[src/rtl/uart_mmio_fifo_pkg.sv]
// Shared types for the FIFO-buffered MMIO UART.
package uart_mmio_fifo_pkg;

    localparam int ARCH_WIDTH = 32;
    localparam int UART_FRAME_BITS = 10;

    typedef enum logic [31:0] {
        BR_9600   = 32'd9600,
        BR_19200  = 32'd19200,
        BR_38400  = 32'd38400,
        BR_57600  = 32'd57600,
        BR_115200 = 32'd115200
    } uart_baud_rate_t;

    typedef enum logic [1:0] {
        UART_CTRL = 2'd0,
        UART_RX   = 2'd1,
        UART_TX   = 2'd2
    } uart_addr_t;

    typedef struct packed {
        logic tx_ready;
        logic rx_valid;
    } uart_ctrl_t;

    typedef struct packed {
        logic       loopback;
        logic       frame_err;
        logic       rx_overrun;
        uart_ctrl_t ctrl;
    } uart_status_t;

    typedef enum logic [1:0] {
        IDLE,
        START,
        DATA,
        STOP
    } uart_fsm_t;

    function automatic bit is_pow2(input int n);
        return (n > 0) && ((n & (n - 1)) == 0);
    endfunction

endpackage

[src/rtl/uart_fifo.sv]
// Synchronous FIFO with extra-MSB pointers for full/empty.
module uart_fifo #(
    parameter int W     = 8,
    parameter int DEPTH = 8
) (
    input  logic         clk,
    input  logic         rst,
    input  logic         push,
    input  logic         pop,
    input  logic [W-1:0] din,
    output logic [W-1:0] head,
    output logic         full,
    output logic         empty
);

    localparam int AW = $clog2(DEPTH);

    logic [AW:0]  wptr;
    logic [AW:0]  rptr;
    logic [W-1:0] mem [DEPTH];
    logic         do_push;
    logic         do_pop;

    assign empty = (wptr == rptr);
    assign full  = (wptr[AW] != rptr[AW]) &&
                   (wptr[AW-1:0] == rptr[AW-1:0]);

    // A pop on a full FIFO frees the slot the same-cycle push uses.
    assign do_pop  = pop && !empty;
    assign do_push = push && (!full || do_pop);
    assign head    = mem[rptr[AW-1:0]];

    always_ff @(posedge clk) begin
        if (rst) begin
            wptr <= '0;
            rptr <= '0;
        end else begin
            if (do_push) wptr <= wptr + (AW+1)'(1);
            if (do_pop)  rptr <= rptr + (AW+1)'(1);
        end
    end

    always_ff @(posedge clk) begin
        if (do_push) mem[wptr[AW-1:0]] <= din;
    end

endmodule

[src/rtl/uart_mmio_fifo.sv]
// MMIO UART with TX/RX FIFOs and sticky error flags.
// Define UART_LOOPBACK_EN to build the internal TX->RX loopback.
module uart_mmio_fifo
    import uart_mmio_fifo_pkg::*;
#(
    parameter int              CLK_FREQ_HZ = 100_000_000,
    parameter uart_baud_rate_t BAUD        = BR_115200,
    parameter int              FIFO_DEPTH  = 8
) (
    input  logic                  clk,
    input  logic                  rst,
    input  logic                  req_valid,
    output logic                  req_ready,
    input  logic [1:0]            req_addr,
    input  logic [ARCH_WIDTH-1:0] req_wdata,
    input  logic                  req_we,
    output logic                  rsp_valid,
    input  logic                  rsp_ready,
    output logic [ARCH_WIDTH-1:0] rsp_data,
    input  logic                  uart_rx,
    output logic                  uart_tx
);

    localparam int BAUD_HZ = int'(BAUD);
    localparam int DIV = (CLK_FREQ_HZ + BAUD_HZ / 2) / BAUD_HZ;
    localparam int CW  = $clog2(DIV);
    localparam logic [CW-1:0] DIV_M1  = CW'(DIV - 1);
    localparam logic [CW-1:0] HALF_M1 = CW'(DIV / 2 - 1);

    if (!is_pow2(FIFO_DEPTH) || FIFO_DEPTH < 2) begin : g_bad_depth
        $error("FIFO_DEPTH must be a power of 2 and >= 2");
    end
    if (DIV < 4) begin : g_bad_div
        $error("baud divisor below 4");
    end

    uart_addr_t   addr;
    uart_status_t st;
    logic acc, wr, rd, ctrl_wr, tx_push, rx_pop;
    logic rx_ovr, frame_err, lb, rx_in;
    logic tx_full, tx_empty, rx_full, rx_empty;
    logic [7:0] tx_head, rx_head;
    logic [ARCH_WIDTH-1:0] rd_data;
    logic unused_wdata;

    assign addr      = uart_addr_t'(req_addr);
    assign req_ready = !rsp_valid;
    assign acc       = req_valid && req_ready;
    assign wr        = acc && req_we;
    assign rd        = acc && !req_we;
    assign ctrl_wr   = wr && (addr == UART_CTRL);
    assign tx_push   = wr && (addr == UART_TX);
    assign rx_pop    = rd && (addr == UART_RX);
    assign unused_wdata = ^req_wdata[ARCH_WIDTH-1:8];

`ifdef UART_LOOPBACK_EN
    always_ff @(posedge clk) begin
        if (rst)          lb <= 1'b0;
        else if (ctrl_wr) lb <= req_wdata[4];
    end
    assign rx_in = lb ? uart_tx : uart_rx;
`else
    assign lb    = 1'b0;
    assign rx_in = uart_rx;
`endif

    // ---------------- TX path ----------------
    uart_fsm_t     tx_st, tx_st_n;
    logic [CW-1:0] tx_cnt, tx_cnt_n;
    logic [2:0]    tx_bit, tx_bit_n;
    logic [7:0]    tx_sh, tx_sh_n;
    logic          tx_q_n, tx_pop, tx_end;

    uart_fifo #(.W(8), .DEPTH(FIFO_DEPTH)) u_tx_fifo (
        .clk(clk), .rst(rst), .push(tx_push), .pop(tx_pop),
        .din(req_wdata[7:0]), .head(tx_head),
        .full(tx_full), .empty(tx_empty)
    );

    assign tx_end = (tx_cnt == DIV_M1);

    always_comb begin
        tx_st_n  = tx_st;
        tx_cnt_n = tx_cnt + CW'(1);
        tx_bit_n = tx_bit;
        tx_sh_n  = tx_sh;
        tx_q_n   = uart_tx;
        tx_pop   = 1'b0;
        unique case (tx_st)
            IDLE: begin
                tx_cnt_n = '0;
                if (!tx_empty) begin
                    tx_pop  = 1'b1;
                    tx_sh_n = tx_head;
                    tx_q_n  = 1'b0;
                    tx_st_n = START;
                end
            end
            START: if (tx_end) begin
                tx_cnt_n = '0;
                tx_bit_n = '0;
                tx_q_n   = tx_sh[0];
                tx_st_n  = DATA;
            end
            DATA: if (tx_end) begin
                tx_cnt_n = '0;
                if (tx_bit == 3'd7) begin
                    tx_q_n  = 1'b1;
                    tx_st_n = STOP;
                end else begin
                    tx_bit_n = tx_bit + 3'd1;
                    tx_sh_n  = tx_sh >> 1;
                    tx_q_n   = tx_sh[1];
                end
            end
            STOP: if (tx_end) begin
                tx_cnt_n = '0;
                // Chain straight into the next start bit when data waits.
                if (!tx_empty) begin
                    tx_pop  = 1'b1;
                    tx_sh_n = tx_head;
                    tx_q_n  = 1'b0;
                    tx_st_n = START;
                end else begin
                    tx_st_n = IDLE;
                end
            end
            default: tx_st_n = IDLE;
        endcase
    end

    always_ff @(posedge clk) begin
        if (rst) begin
            tx_st   <= IDLE;
            tx_cnt  <= '0;
            tx_bit  <= '0;
            tx_sh   <= '0;
            uart_tx <= 1'b1;
        end else begin
            tx_st   <= tx_st_n;
            tx_cnt  <= tx_cnt_n;
            tx_bit  <= tx_bit_n;
            tx_sh   <= tx_sh_n;
            uart_tx <= tx_q_n;
        end
    end

    // ---------------- RX path ----------------
    uart_fsm_t     rx_st, rx_st_n;
    logic [CW-1:0] rx_cnt, rx_cnt_n;
    logic [2:0]    rx_bit, rx_bit_n;
    logic [7:0]    rx_sh, rx_sh_n;
    logic          rx_s1, rx_s2, rx_d;
    logic          rx_push, rx_ferr, rx_end, ovr_set;

    uart_fifo #(.W(8), .DEPTH(FIFO_DEPTH)) u_rx_fifo (
        .clk(clk), .rst(rst), .push(rx_push), .pop(rx_pop),
        .din(rx_sh), .head(rx_head),
        .full(rx_full), .empty(rx_empty)
    );

    always_ff @(posedge clk) begin
        if (rst) {rx_s1, rx_s2, rx_d} <= 3'b111;
        else     {rx_s1, rx_s2, rx_d} <= {rx_in, rx_s1, rx_s2};
    end

    assign rx_end = (rx_cnt == DIV_M1);

    always_comb begin
        rx_st_n  = rx_st;
        rx_cnt_n = rx_cnt + CW'(1);
        rx_bit_n = rx_bit;
        rx_sh_n  = rx_sh;
        rx_push  = 1'b0;
        rx_ferr  = 1'b0;
        unique case (rx_st)
            IDLE: begin
                rx_cnt_n = '0;
                if (rx_d && !rx_s2) rx_st_n = START;
            end
            START: if (rx_cnt == HALF_M1) begin
                rx_cnt_n = '0;
                rx_bit_n = '0;
                rx_st_n  = rx_s2 ? IDLE : DATA;
            end
            DATA: if (rx_end) begin
                rx_cnt_n = '0;
                rx_sh_n  = {rx_s2, rx_sh[7:1]};
                rx_bit_n = rx_bit + 3'd1;
                if (rx_bit == 3'd7) rx_st_n = STOP;
            end
            STOP: if (rx_end) begin
                rx_push = rx_s2;
                rx_ferr = !rx_s2;
                rx_st_n = IDLE;
            end
            default: rx_st_n = IDLE;
        endcase
    end

    always_ff @(posedge clk) begin
        if (rst) begin
            rx_st  <= IDLE;
            rx_cnt <= '0;
            rx_bit <= '0;
            rx_sh  <= '0;
        end else begin
            rx_st  <= rx_st_n;
            rx_cnt <= rx_cnt_n;
            rx_bit <= rx_bit_n;
            rx_sh  <= rx_sh_n;
        end
    end

    // ---------------- flags and MMIO ----------------
    assign ovr_set = rx_push && rx_full && !rx_pop;

    always_ff @(posedge clk) begin
        if (rst) begin
            rx_ovr    <= 1'b0;
            frame_err <= 1'b0;
        end else begin
            rx_ovr    <= ovr_set ||
                         (rx_ovr && !(ctrl_wr && req_wdata[2]));
            frame_err <= rx_ferr ||
                         (frame_err && !(ctrl_wr && req_wdata[3]));
        end
    end

    always_comb begin
        st               = '0;
        st.ctrl.rx_valid = !rx_empty;
        st.ctrl.tx_ready = !tx_full;
        st.rx_overrun    = rx_ovr;
        st.frame_err     = frame_err;
        st.loopback      = lb;
    end

    always_comb begin
        rd_data = '0;
        unique case (1'b1)
            addr == UART_CTRL: rd_data = ARCH_WIDTH'(st);
            addr == UART_RX:   rd_data = rx_empty ? '0 : ARCH_WIDTH'(rx_head);
            default: ;
        endcase
    end

    always_ff @(posedge clk) begin
        if (rst) begin
            rsp_valid <= 1'b0;
            rsp_data  <= '0;
        end else if (rd) begin
            rsp_valid <= 1'b1;
            rsp_data  <= rd_data;
        end else if (rsp_ready) begin
            rsp_valid <= 1'b0;
        end
    end

endmodule

[config.mk]
export PLATFORM = sky130hd
export DESIGN_NAME = uart_mmio_fifo
export DESIGN_NICKNAME = d
export VERILOG_FILES = /design/src/rtl/uart_mmio_fifo_pkg.sv /design/src/rtl/uart_fifo.sv /design/src/rtl/uart_mmio_fifo.sv
export SDC_FILE = /design/constraint.sdc
export NUM_CORES = 1
export LEC_CHECK = 0
export BUFFER_PORTS_ARGS = -buffer_cell sky130_fd_sc_hd__buf_4
export CORE_ASPECT_RATIO = 1.75
export CORE_MARGIN = 4
export CORE_UTILIZATION = 53
export DETAILED_ROUTE_END_ITERATION = 12
export PLACE_DENSITY = 0.75
export SETUP_SLACK_MARGIN = 0.02
export SLEW_MARGIN = 25
export SYNTH_ARGS = -nofsm -noshare
export SYNTH_HDL_FRONTEND = slang
export SYNTH_SLANG_ARGS = --single-unit
[constraint.sdc]
create_clock -name clk -period 2.8 [get_ports clk]
set_clock_uncertainty 0.15 [all_clocks]
set_input_delay 0.28 -clock clk [delete_from_list [all_inputs] [get_ports clk]]
set_output_delay 0.28 -clock clk [all_outputs]
set_load 0.01 [all_outputs]
==> results of run 1 <==
-- power groups by stage --
stage	registers [mW]	logic, mW	clock network [mW]
floorplan	3.46	0.495	0
global placement	3.47	0.614	0
detailed placement	3.47	0.637	0
CTS	3.41	0.653	2.54
global route	3.42	0.724	2.69
finish	3.41	0.645	2.49
-- worst register-to-register path, cell delays in order, from the launching register on --
cell and delay, ps:
dfxtp_1 340, or3b_2 520, o2111a_1 320, a2111oi_2 390
buf_4 180, nand2b_1 140, nor2_1 150, buf_4 200
-- what timing repair did --
action / in CTS / in global routing
pin swaps: 0 / 1
setup buffers: 0 / 0
hold endpoints to repair: 66 / 0
hold buffers: 10 / 0
gates resized for setup: 1 / 7
endpoints found under the setup margin: 16 / 104
-- registers in the layout, summed over array words and instances, names as in the netlist, 2 cells and up, named ones only --
signal / count
rsp_data: 8
rx_bit: 3
rx_cnt: 10
rx_sh: 8
tx_bit: 3
tx_cnt: 10
tx_sh: 8
tx_st: 2
u_rx_fifo.mem: 64
u_rx_fifo.rptr: 4
u_rx_fifo.wptr: 4
u_tx_fifo.mem: 64
u_tx_fifo.rptr: 4
u_tx_fifo.wptr: 4
-- cells in the final DEF (no fill, tap or decap), drive strengths merged, types with 10 or more instances in the layout --
| cell | Yosys | routed |
|---|---|---|
| ha | 16 | 16 |
| conb | 1 | 24 |
| mux2i | 13 | 13 |
| nand3 | 21 | 21 |
| edfxtp | 128 | 128 |
| mux2 | 10 | 10 |
| buf | 30 | 57 |
| dlygate4sd3 | 0 | 10 |
| o21ai | 18 | 18 |
| dfxtp | 83 | 83 |
| xnor2 | 18 | 18 |
| mux4 | 32 | 32 |
| clkbuf | 26 | 24 |
| nand2 | 38 | 38 |
| a21oi | 36 | 36 |
| inv | 13 | 13 |
| clkinv | 1 | 12 |
| xor2 | 14 | 14 |
| nor2 | 69 | 69 |
-- stage by stage --
stage | setup TNS [ps] | power [mW] | util (%)
floorplan | 0 | 3.95 | -
global placement | 0 | 4.08 | 57.2
detailed placement | -130 | 4.11 | 57.2
CTS | 0 | 6.60 | 61.5
global route | 0 | 6.83 | 61.7
finish | 0 | 6.54 | 61.7
-- worst paths after layout --
path | from | end | slack, ps | depth (start not counted)
setup / recovery | rsp_valid$_SDFFE_PP0P_ | u_rx_fifo.mem[2][4]$_DFFE_PP_ | 120 | 7
hold / removal | rst | tx_st[1]$_SDFFE_PP0P_ | 20 | 2
setup reg to reg | rsp_valid$_SDFFE_PP0P_ | u_rx_fifo.mem[2][4]$_DFFE_PP_ | 120 | 7
hold reg to reg | rx_s1$_SDFF_PP1_ | rx_s2$_SDFF_PP1_ | 270 | 1
-- kinds of logic after synthesis --
logic type / count (synthesis)
DFF: 211
adders and majority gates: 16
AOI/OAI and AO/OA: 85
xor gates and xnor gates: 32
and+or+nand+nor: 190
buffers and inverters: 70
muxes: 55
other: 1
-- layout make-up --
cell class                      count  area (um2)
Sequential cell                   211        5510
Multi-Input combinational cell    402        3090
Clock inverter                     12        86.3
Tap cell                          224         280
Fill cell                        1242        6270
Timing Repair Buffer               67         569
Clock buffer                       24         515
Inverter                           14        52.6
-- routing by layer --
metal / GRT usage, % / wire [um]
met2: 39.3 / 10300
met4: 5.73 / 425
met1: 20.9 / 6380
met5: 0 / 0
met3: 2.09 / 580
==> metrics.md, run 1 <==
| Metric | Value |
|---|---|
| Compound-Gate Fraction of Synth Area | `roughly 6.4%` |
| Vias in the first global route | `5600` |
| CTS tree | `done` |
| Crit-path slowest cell | `or3b_2` |
| Design area | `about 10000 um2` |
| Dpl cell area | `roughly 9400 um2` |
| Mux cell area share after synthesis | `a little over a tenth` |
| Slowest stage delay, CP | `approximately 520 ps` |
| Die area | `18900 um2` |
| Final period utilization | `95.8%` |
| CP delay by family, top | `simple AND/OR/NAND/NOR gates` |
| Largest net degree at the start of global routing | `29` |
| Yosys reg bits | `between 200 and 250` |
| Fmax | `about 370 MHz` |
| RSZ-0062 raised after global routing | `no` |
| Reg clk slew, reported paths | `around 60 ps` |
| First-pass GRT wire length | `between 20000 and 30000 um` |
| Final nets | `772` |
| Layout Cells excl Fill | `between 900 and 1000` |
| Drt initial violations | `roughly 280` |
| HPWL Detailed | `12400 um` |
| Synth cell count leaders | `edfxtp_1, dfxtp_1, nor2_1, nand2_1, a21oi_1` |
| CP Capture Type | `flip-flop` |
| Synth area leader | `edfxtp_1` |
| Sequential fraction of the synthesis area | `approximately 62%` |
| Number of synthesized flops with an enable pin | `128` |
| Synth Area in XOR/XNOR | `3.18%` |
| HP Class | `in -> reg` |
| Yosys warnings | `0` |
| Share of the synthesized area in the top cell type | `a little over two fifths` |
| Peak supply drop | `513 uV` |
| Final ANT Viol Nets | `0` |
| Sequential power share | `between 50% and 60%` |
| Combinational power share | `under 10%` |
| Main combinational cell family by area after synthesis | `multiplexers` |
| Placement Rows | `a little over 60` |
| Pins Over Slew Limit | `0` |
| Total track usage | `between 10% and 20%` |
| Clock Tree Root | `clkbuf_16` |
| Post-Syn Area | `about 9000 um2` |
| Synth Area in Adders | `under 10%` |
| Post-synthesis average cell area | `between 10 and 15 um2` |
| Max cap viols | `0` |
| Via count | `approximately 5200` |
| Area Growth Syn to Fin | `14.5%` |
| Core area | `~16000 um2` |
| Slew HR | `between 50 and 60%` |
| Setup-failing EPs final | `0` |
| Die height | `~180 um` |
| Via-to-Cell Ratio | `between 5 and 6` |
| Critical path cell sequence | `or3b_2 > o2111a_1 > a2111oi_2 > buf_4 > nand2b_1 > nor2_1 > buf_4` |
| Crit path arrival time | `roughly 2700 ps` |
| Post-synth cell types | `58` |
| Crit Path Class | `reg -> reg` |
| Req. time, crit path | `2850 ps` |
| Hold Vio Cnt, Final | `0` |
| Worst-case clock buffer depth | `3` |
| Final Wtd Congestion | `0.833` |
| Simple-gate share of the synthesized area | `10.7%` |
| Drt first pass iters | `4` |
| Routed wire length | `~18000 um` |
| Power per cell area | `between 600 and 700 nW/um2` |
| H-tree depth | `1` |
| P_int | `slightly above 5 mW` |
| WL per Instance | `~18 um` |
| P_sw | `around 1.5 mW` |
| Worst hold margin | `16.1 ps` |
| Crit path max fanout | `8` |
| Dpl ws | `-16.9 ps` |
| Starting Density | `a little over half` |
| DP Cell Count | `908` |
| Setup ws final | `118 ps` |
| Die X | `106 um` |
| Post-synth ARST share | `0%` |
| Crit path time final | `around 2700 ps` |
| Gr ovfl total | `0` |
| Status | `complete, no violations` |
| Synth top area cells | `edfxtp_1, dfxtp_1, mux4_2` |
| Port buffer count | `26` |
| Share of layout cells above drive strength 1 | `a little under 20%` |
| Initial antenna violation count | `0` |
| I/O pins | `between 70 and 80` |
| DRC Markers | `0` |
| Most frequent cell after synthesis | `edfxtp_1` |
| Clk_lat worst skew | `around 500 ps` |
| CP bufs+invs | `2` |
| CP Launch Type | `flip-flop` |
| Synth Flop Type | `edfxtp_1` |
| Most used cell along the critical path | `buf_4` |
| Cts bufs inserted | `20` |
| Static Leak | `between 3 and 4 nW` |
| Synth Instances | `660` |
| Worst Tran Pin Value | `around 660 ps` |
| CTS sink cnt | `211` |
| Sw Ratio | `between 20% and 30%` |
| Clock power frac | `about two fifths` |
| Number of diodes | `0` |
No activity file was read; power rests on OpenSTA's default activity.
==> run 2: changes to the inputs <==
--- a/config.mk
+++ b/config.mk
@@ -8,9 +8,9 @@
 export BUFFER_PORTS_ARGS = -buffer_cell sky130_fd_sc_hd__buf_4
 export CORE_ASPECT_RATIO = 1.75
 export CORE_MARGIN = 4
-export CORE_UTILIZATION = 53
+export CORE_UTILIZATION = 54
 export DETAILED_ROUTE_END_ITERATION = 12
-export PLACE_DENSITY = 0.75
+export PLACE_DENSITY = 0.76
 export SETUP_SLACK_MARGIN = 0.02
 export SLEW_MARGIN = 25
 export SYNTH_ARGS = -nofsm -noshare
==> metrics.md, run 2 (synthesis gave the netlist of run 1 again) <==
| Metric | Value |
|---|---|
| CTS tree | `done` |
| Port buffer count | `26` |
| Largest net degree at the start of global routing | `52` |
| WL per Instance | `~19 um` |
| Worst hold margin | `between 30 and 40 ps` |
| CP Capture Type | `flip-flop` |
| Total track usage | `19.2%` |
| H-tree depth | `1` |
| Crit path arrival time | `2670 ps` |
| Total chip power | `about 6.6 mW` |
| Peak supply drop | `551 uV` |
| Final ANT Viol Nets | `0` |
| Via-to-Cell Ratio | `around 5.7` |
| Hold Vio Cnt, Final | `0` |
| Drt initial violations | `221` |
| Vias in the first global route | `approximately 5600` |
| Drt first pass iters | `4` |
| Register-to-Register Path Depth | `7` |
| Number of diodes | `0` |
| Design area | `between 10000 and 15000 um2` |
| Critical path cell sequence | `ha_1 > or4b_4 > o31ai_4 > a21oi_2 > nor2_2 > and4b_1 > buf_12` |
| Slowest stage delay, CP | `about 500 ps` |
| Reg clk slew, reported paths | `roughly 70 ps` |
| Die height | `around 180 um` |
| Critical path origin | `tx_cnt[0]$_SDFF_PP0_` |
| I/O pins | `75` |
| Share of layout cells above drive strength 1 | `20.4%` |
| Dpl cell area | `roughly 9300 um2` |
| RSZ-0062 raised after global routing | `no` |
| Cts bufs inserted | `20` |
| Fmax | `around 380 MHz` |
| Req. time, crit path | `2850 ps` |
| Slew HR | `53.9%` |
| Final period utilization | `between 90% and 100%` |
| Post-CTS Setup Repair Bufs | `0` |
| Die X | `around 100 um` |
| Commonest non-fill, non-tap cell in the layout | `edfxtp_1` |
| Crit path max fanout | `8` |
| Routed wire length | `approximately 17000 um` |
| Final nets | `around 770` |
| Status | `complete, no violations` |
| Power per cell area | `~660 nW/um2` |
| Fill cell count | `between 1000 and 1500` |
| Placement Rows | `61` |
| Via count | `5221` |
| HPWL Detailed | `12300 um` |
| Setup ws final | `around 180 ps` |
| CP Launch Type | `flip-flop` |
| Static Leak | `3.46 nW` |
| Gr ovfl total | `0` |
| CTS sink cnt | `around 210` |
| Setup-failing EPs final | `0` |
| Crit Path Class | `reg -> reg` |
| Most frequent cells in the layout | `edfxtp_1, dfxtp_1, nor2_1, buf_4, nand2_1` |
| Worst-case clock buffer depth | `3` |
| Clock Tree Root | `clkbuf_16` |
| Core area | `16000 um2` |
| Die area | `around 19000 um2` |
| Final Wtd Congestion | `just over 0.8` |
| FF-to-FF End | `u_tx_fifo.mem[5][7]$_DFFE_PP_` |
| Max cap viols | `0` |
| First-pass GRT wire length | `between 20000 and 30000 um` |
| Util after Layout | `between 60 and 70%` |
| R2R setup slack | `approximately 180 ps` |
| Crit path time final | `approximately 2600 ps` |
| Clk_lat worst skew | `between 400 and 500 ps` |
| Initial antenna violation count | `0` |
| Dpl ws | `-33.6 ps` |
| Crit-path slowest cell | `or4b_4` |
| Critical path endpoint | `u_tx_fifo.mem[5][7]$_DFFE_PP_` |
| Starting Density | `between 50 and 60%` |
| HP Class | `in -> reg` |
| DRC Markers | `0` |
| Pins Over Slew Limit | `0` |
| Area Growth Syn to Fin | `14.5%` |
| Worst Tran Pin Value | `roughly 680 ps` |
| RR Startpoint | `tx_cnt[0]$_SDFF_PP0_` |
run 2: cell types whose count changed in the layout (fill, tap and decap cells not counted), sizes merged:
cell,previous run,this run
clkbuf,24,29
buf,57,58
clkinv,12,7
run 2: power by group:
group	switching, mW	internal [mW]
clock	1.08	1.52
combinational	0.361	0.280
sequential	0.0558	3.35
total	1.49	5.15
run 2: how the worst min path moves through the flow:
stage	end	startpoint	slack, ps	cells after the start
after floorplan	u_tx_fifo.mem[0][0]$_DFFE_PP_	req_wdata[0]	230	0
after global placement	rx_s2$_SDFF_PP1_	rx_s1$_SDFF_PP1_	260	1
after detailed placement	rx_s2$_SDFF_PP1_	rx_s1$_SDFF_PP1_	250	1
after CTS	rsp_data[0]$_SDFFE_PP0P_	req_addr[0]	20	4
after global routing	rsp_data[0]$_SDFFE_PP0P_	req_addr[0]	90	4
final	rsp_data[0]$_SDFFE_PP0P_	req_addr[0]	30	4
run 2: through the flow:
stage	setup TNS, ps	cells
finish	0	920
global route	0	920
CTS	0	920
detailed placement	-1070	874
global placement	0	874
floorplan	0	683
run 2: critical path: cells and delay by family, from the launching register on:
family,cells,cell delay [ps]
and+or+nand+nor,3,1020
AOI/OAI and AO/OA,2,460
DFF,1,370
adders and majority gates,1,200
buffers and inverters,1,140
run 2: cell type report:
cell class | count | area (um2) | area share [%]
timing repair buffer | 68 | 573 | 5.68
clock inverter | 7 | 60.1 | 0.595
multi-input combinational | 402 | 3090 | 30.6
sequential | 211 | 5510 | 54.5
clock buffer | 29 | 576 | 5.70
tap | 189 | 236 | 2.34
inverter | 14 | 52.6 | 0.520
run 2: layer usage:
| metal | track usage (%) | vias to the layer above | routed length [um] |
|---|---|---|---|
| met5 | 0 | - | 0 |
| met4 | 7.33 | 0 | 542 |
| met3 | 2.81 | 38 | 657 |
| met2 | 37.6 | 92 | 9920 |
| met1 | 20.5 | 2585 | 6330 |
| li1 | - | 2506 | - |
run 2: repair_timing:
action	4_1_cts	5_1_grt
cloned	0	0
endpoints found under the setup margin	8	63
pin swaps	0	0
gates resized for setup	1	5
hold buffers	10	0
endpoints found under the hold margin	66	0
